## src/rtl/stopwatch_pkg.sv

```systemverilog
// Shared state encoding and helpers for the stopwatch run/pause/lap sequencer.
package stopwatch_pkg;

    typedef enum logic [1:0] {
        IDLE  = 2'b00,
        RUN   = 2'b01,
        PAUSE = 2'b10,
        LAP   = 2'b11
    } sw_state_t;

    // True in the states where the time counter is allowed to advance.
    function automatic logic is_running(input sw_state_t s);
        return (s == RUN) || (s == LAP);
    endfunction

endpackage

```

## src/rtl/stopwatch_ctrl_edge_det.sv

```systemverilog
// Rising-edge detector for an already-synchronized button level.
// The history flop resets to 1 so a button held through reset is ignored
// until it has been released and pressed again.
module edge_det (
    input  logic clk,
    input  logic rst,
    input  logic i_level,
    output logic o_rise
);

    logic r_prev;

    // Remember last cycle's level; reset value 1 masks buttons held through reset.
    always_ff @(posedge clk or posedge rst) begin
        if (rst) begin
            r_prev <= 1'b1;
        end else begin
            r_prev <= i_level;
        end
    end

    assign o_rise = i_level & ~r_prev;

endmodule

```

## src/rtl/stopwatch_ctrl.sv

```systemverilog
// Stopwatch sequencer: turns start/stop and lap/reset button edges into
// time-counter and display controls, and owns the tick prescaler.
//
//   state | meaning
//   IDLE  | cleared, counter stopped, prescaler held at 0
//   RUN   | counting, display live
//   PAUSE | counting stopped, prescaler phase held for resume
//   LAP   | counting, display frozen on the captured lap time
//
// TICK_DIV must be at least 2.
module stopwatch_ctrl
    import stopwatch_pkg::*;
#(
    parameter int TICK_DIV = 1_000_000
) (
    input  logic clk,
    input  logic rst,
    input  logic btn_ss,
    input  logic btn_lap,
    output logic cnt_en,
    output logic cnt_clr,
    output logic lap_capture,
    output logic disp_freeze,
    output logic run
);

    localparam int PW = $clog2(TICK_DIV);
    localparam logic [PW-1:0] PRESC_LAST = PW'(TICK_DIV - 1);

    logic          w_ss_rise;
    logic          w_lap_rise;
    logic          w_ss_evt;
    logic          w_lap_evt;
    sw_state_t     w_state_nxt;

    sw_state_t     r_state;
    logic [PW-1:0] r_presc;
    logic          r_cnt_en;
    logic          r_cnt_clr;
    logic          r_lap_capture;
    logic          r_disp_freeze;
    logic          r_run;

    edge_det u_ss_edge (
        .clk     (clk),
        .rst     (rst),
        .i_level (btn_ss),
        .o_rise  (w_ss_rise)
    );

    edge_det u_lap_edge (
        .clk     (clk),
        .rst     (rst),
        .i_level (btn_lap),
        .o_rise  (w_lap_rise)
    );

    // Both buttons rising together is ambiguous, so neither is acted on.
    assign w_ss_evt  = w_ss_rise & ~w_lap_rise;
    assign w_lap_evt = w_lap_rise & ~w_ss_rise;

    // Next-state decode from the qualified button events.
    always_comb begin
        w_state_nxt = r_state;
        unique case (r_state)
            IDLE: begin
                if (w_ss_evt) w_state_nxt = RUN;
            end
            RUN: begin
                if (w_ss_evt)       w_state_nxt = PAUSE;
                else if (w_lap_evt) w_state_nxt = LAP;
            end
            LAP: begin
                if (w_ss_evt)       w_state_nxt = PAUSE;
                else if (w_lap_evt) w_state_nxt = RUN;
            end
            PAUSE: begin
                if (w_ss_evt)       w_state_nxt = RUN;
                else if (w_lap_evt) w_state_nxt = IDLE;
            end
            default: w_state_nxt = IDLE;
        endcase
    end

    // State register with all outputs registered from the transition being taken.
    always_ff @(posedge clk or posedge rst) begin
        if (rst) begin
            r_state       <= IDLE;
            r_run         <= 1'b0;
            r_disp_freeze <= 1'b0;
            r_lap_capture <= 1'b0;
            r_cnt_clr     <= 1'b0;
            r_cnt_en      <= 1'b0;
        end else begin
            r_state       <= w_state_nxt;
            r_run         <= is_running(w_state_nxt);
            r_disp_freeze <= (w_state_nxt == LAP);
            r_lap_capture <= (r_state == RUN) && w_lap_evt;
            r_cnt_clr     <= (r_state == PAUSE) && w_lap_evt;
            // No tick on the cycle the sequencer leaves RUN/LAP.
            r_cnt_en      <= is_running(r_state) && is_running(w_state_nxt)
                             && (r_presc == PRESC_LAST);
        end
    end

    // Prescaler: free-runs while counting, holds its phase in PAUSE, zero in IDLE.
    always_ff @(posedge clk or posedge rst) begin
        if (rst) begin
            r_presc <= '0;
        end else if ((r_state == IDLE) || (w_state_nxt == IDLE)) begin
            r_presc <= '0;
        end else if (is_running(r_state)) begin
            r_presc <= (r_presc == PRESC_LAST) ? '0 : r_presc + PW'(1);
        end
    end

    assign cnt_en      = r_cnt_en;
    assign cnt_clr     = r_cnt_clr;
    assign lap_capture = r_lap_capture;
    assign disp_freeze = r_disp_freeze;
    assign run         = r_run;

endmodule

```

## config.mk

```make
export PLATFORM = sky130hd
export DESIGN_NAME = stopwatch_ctrl
export DESIGN_NICKNAME = d
export VERILOG_FILES = /design/src/rtl/stopwatch_pkg.sv /design/src/rtl/stopwatch_ctrl_edge_det.sv /design/src/rtl/stopwatch_ctrl.sv
export SDC_FILE = /design/constraint.sdc
export NUM_CORES = 1
export LEC_CHECK = 0
export CAP_MARGIN = 20
export CORE_MARGIN = 1
export CORE_UTILIZATION = 35
export DETAILED_ROUTE_END_ITERATION = 12
export HOLD_SLACK_MARGIN = 0.05
export SETUP_SLACK_MARGIN = 0.2
export SLEW_MARGIN = 20
export SYNTH_ARGS = -nofsm -noshare
export SYNTH_HDL_FRONTEND = slang
export SYNTH_SLANG_ARGS = --single-unit
export TNS_END_PERCENT = 10
```

## constraint.sdc

```tcl
create_clock -name clk -period 2.16 [get_ports clk]
set_input_delay 0.216 -clock clk [delete_from_list [all_inputs] [get_ports clk]]
set_output_delay 0.216 -clock clk [all_outputs]
set_load 0.02 [all_outputs]
```

==> flow_summary.ini <==
[cts]
clockBufferDepth = 2
clkTransAtPathRegs_ns = 0.07
ctsHoldBuffers = 0
post_cts_buffers = 0
htree_levels = 2
clk_latency_ns = 0.28
ctsRootBufferMaster = clkbuf_8
cts_buffers = 5
cts_num_sinks = 29
cts_tree = built

[global_route]
grt_overflow = 0
grt_pass1_wl_mm = 5.16
antenna_found_initial = 0
grt_pass1_vias = 1141
grt_max_degree = 30
grt_util_all_layers_pct = 15.9

[sta]
fmax_ghz = 0.536
slew_headroom_pct = 62.8
rsz0062_at_grt = true
tightest_slew_ns = 0.555
maxSlewViolCount = 0
worst_slack_ns = 0.293
min_period_ns = 1.87
fin_crit_sh_pct = 86.4
setup_tns_ns = 0
skew_ns = 0.00660
setup_violations = 0
finalHoldViolations = 0

[placed_design]
dpl_worst_slack_ns = 0.125
place_hpwl_mm = 2.03
gp_congestion = 0.756
io_buffers = 8

[logic_synthesis]
syn_area_per_cell_um2 = 9.91
synth.net_count = 155
synthCells = 150
synth_edf_count = 0
seq_area_frac_synth_pct = 49.0
yosysWarnings = 0
syn_area_um2 = 1490
ys.flop_type = dfrtp_1
synth-seq-cells = 29
async_reset_ff_share_pct = 100
synth_cell_types = 36

[power_and_ir_drop]
power-per-cell-area_nw_per_um2 = 988
p_leak_uw = 0.000758
ir_worst_vdd_uv = 384

[routing]
drt-total-wl_mm = 2.86
drt_iter0_drc = 55
dr.pass1.iters = 4
drc = 0
drt-wirelength-per-cell_um = 13.2
vias = 1065
drt.antenna.violating_nets = 0
via_per_inst = 4.93

[run]
drv_cap = 0

[critical_path]
worstSetupStartpointType = flip-flop
startpoint = r_presc[13]
reg2reg_to = r_presc[18]
cp_max_fo = 8
r2r_slack_ns = 0.29
cp-end-kind = flip-flop
path_class = flip-flop to flip-flop
regToRegStartpoint = r_presc[13]
required_ns = 2.33
ff2ff_path_depth = 6
crit_arrival_ns = 2.03

[die]
core_um2 = 4030
die_w_um = 67.2
start_util_pct = 36.9
die_y_um = 67.2
row_count = 23
ios = 9
die_area_um2 = 4510

[cells_and_area]
mostFrequentLayoutCell = dfrtp_1
syn2layout_area_growth_pct = 17.8
final_util_pct = 43.5
most-common-layout-cells = dfrtp_1 (27), nor2_1 (24), nand2_1 (16), xor2_1 (13), nand4_1 (9)
drive_gt1_share_pct = 15.1
fin_nets = 170
diodes = 0
nFillCells = 395

[worst_hold_path]
hold_class = primary input to async pin

[status]
status = completed
-- state kept, by name, summed over array words and instances, names as in the netlist --
signal and cells:
cnt_en 1, disp_freeze 1, lap_capture 1, cnt_clr 1, r_presc 20, r_state 2
u_ss_edge.r_prev 1, run 1, u_lap_edge.r_prev 1
-- per-layer routing --
layer	track usage (%)	up-vias	wire [µm]
met1	18.4	511	1300
met3	5.07	7	89
met5	0	-	0
met4	6.38	0	52
met2	27.0	16	1410
li1	-	531	-
-- repair_timing --
item | in CTS | in global routing
gates resized for setup | 0 | 2
endpoints found under the hold margin | 0 | 0
endpoints found under the setup margin | 7 | 15
pin swaps | 1 | 0
-- area by class of cell --
type,instances,area (µm²),area share [%]
flip-flops and latches,29,728,41.6
multi-input cells,110,693,39.6
repair buffers,15,133,7.57
clock buffers,6,82.6,4.71
well taps,50,62.6,3.57
clock inverters,2,37.5,2.14
inverters,4,15.0,0.857
-- worst max-delay path: stages (launching register included) --
cell	delay, ns
dfrtp_1	0.44
nor4b_1	0.31
nand4_1	0.17
or2_1	0.31
a21oi_4	0.27
buf_4	0.20
nor2_1	0.05
-- cells by family (layout without fill, tap and decap cells) --
logic type               count (synthesis)  in the layout  share of synthesized area [%]
AND/OR/NAND/NOR                         80             80                           28.6
flip-flops                              29             29                           49.0
XOR/XNOR                                18             18                           10.6
AO/OA/AOI/OAI                           11             11                           6.06
buffers and inverters                   11             27                           4.88
adder cells (fa/ha/maj)                  1              1                          0.842
-- power breakdown --
group,total (µW),switching (µW),internal [µW],leakage [µW]
Sequential,679,58.4,620,0.000387
Combinational,469,271,198,0.000314
Clock,582,208,375,0.0000574
-- cell usage after synthesis, types with 2 or more instances --
library cell	instances	share of area (%)
dfrtp_1	27	45
nor2_1	24	6.1
nand2_1	16	4.0
xor2_1	13	7.7
nand4_1	9	3.8
nand3_1	7	2.4
and2_1	6	2.5
xnor2_1	5	2.9
inv_1	4	1.0
o21ai_0	4	1.3
and3_1	3	1.3
a21o_1	2	1.0
a21oi_4	2	2.2
and4_1	2	1.2
buf_2	2	0.67
buf_6	2	1.5
dfstp_2	2	3.5
nor4b_1	2	1.2
-- how the worst max path moves through the flow --
stage          cells past startpoint  slack, ns           to
6_report                           6       0.29  r_presc[18]
5_1_grt                            6       0.15  r_presc[18]
4_1_cts                            6       0.22  r_presc[18]
3_5_place_dp                       6       0.12  r_presc[14]
3_3_place_gp                       6       0.20  r_presc[14]
2_1_floorplan                      6       0.49   r_presc[3]
-- metrics by stage --
| stage | std cells | hold WS, ns | area [µm²] | total power (µW) |
|---|---|---|---|---|
| floorplan | 150 | 0.220 | 1490 | 1010 |
| global placement | 208 | 0.509 | 1620 | 1140 |
| detailed placement | 208 | 0.523 | 1620 | 1160 |
| CTS | 216 | 0.317 | 1740 | 1750 |
| global route | 216 | 0.354 | 1750 | 1840 |
| finish | 216 | 0.315 | 1750 | 1730 |
Note: power is estimated with default switching activity, not from simulation.
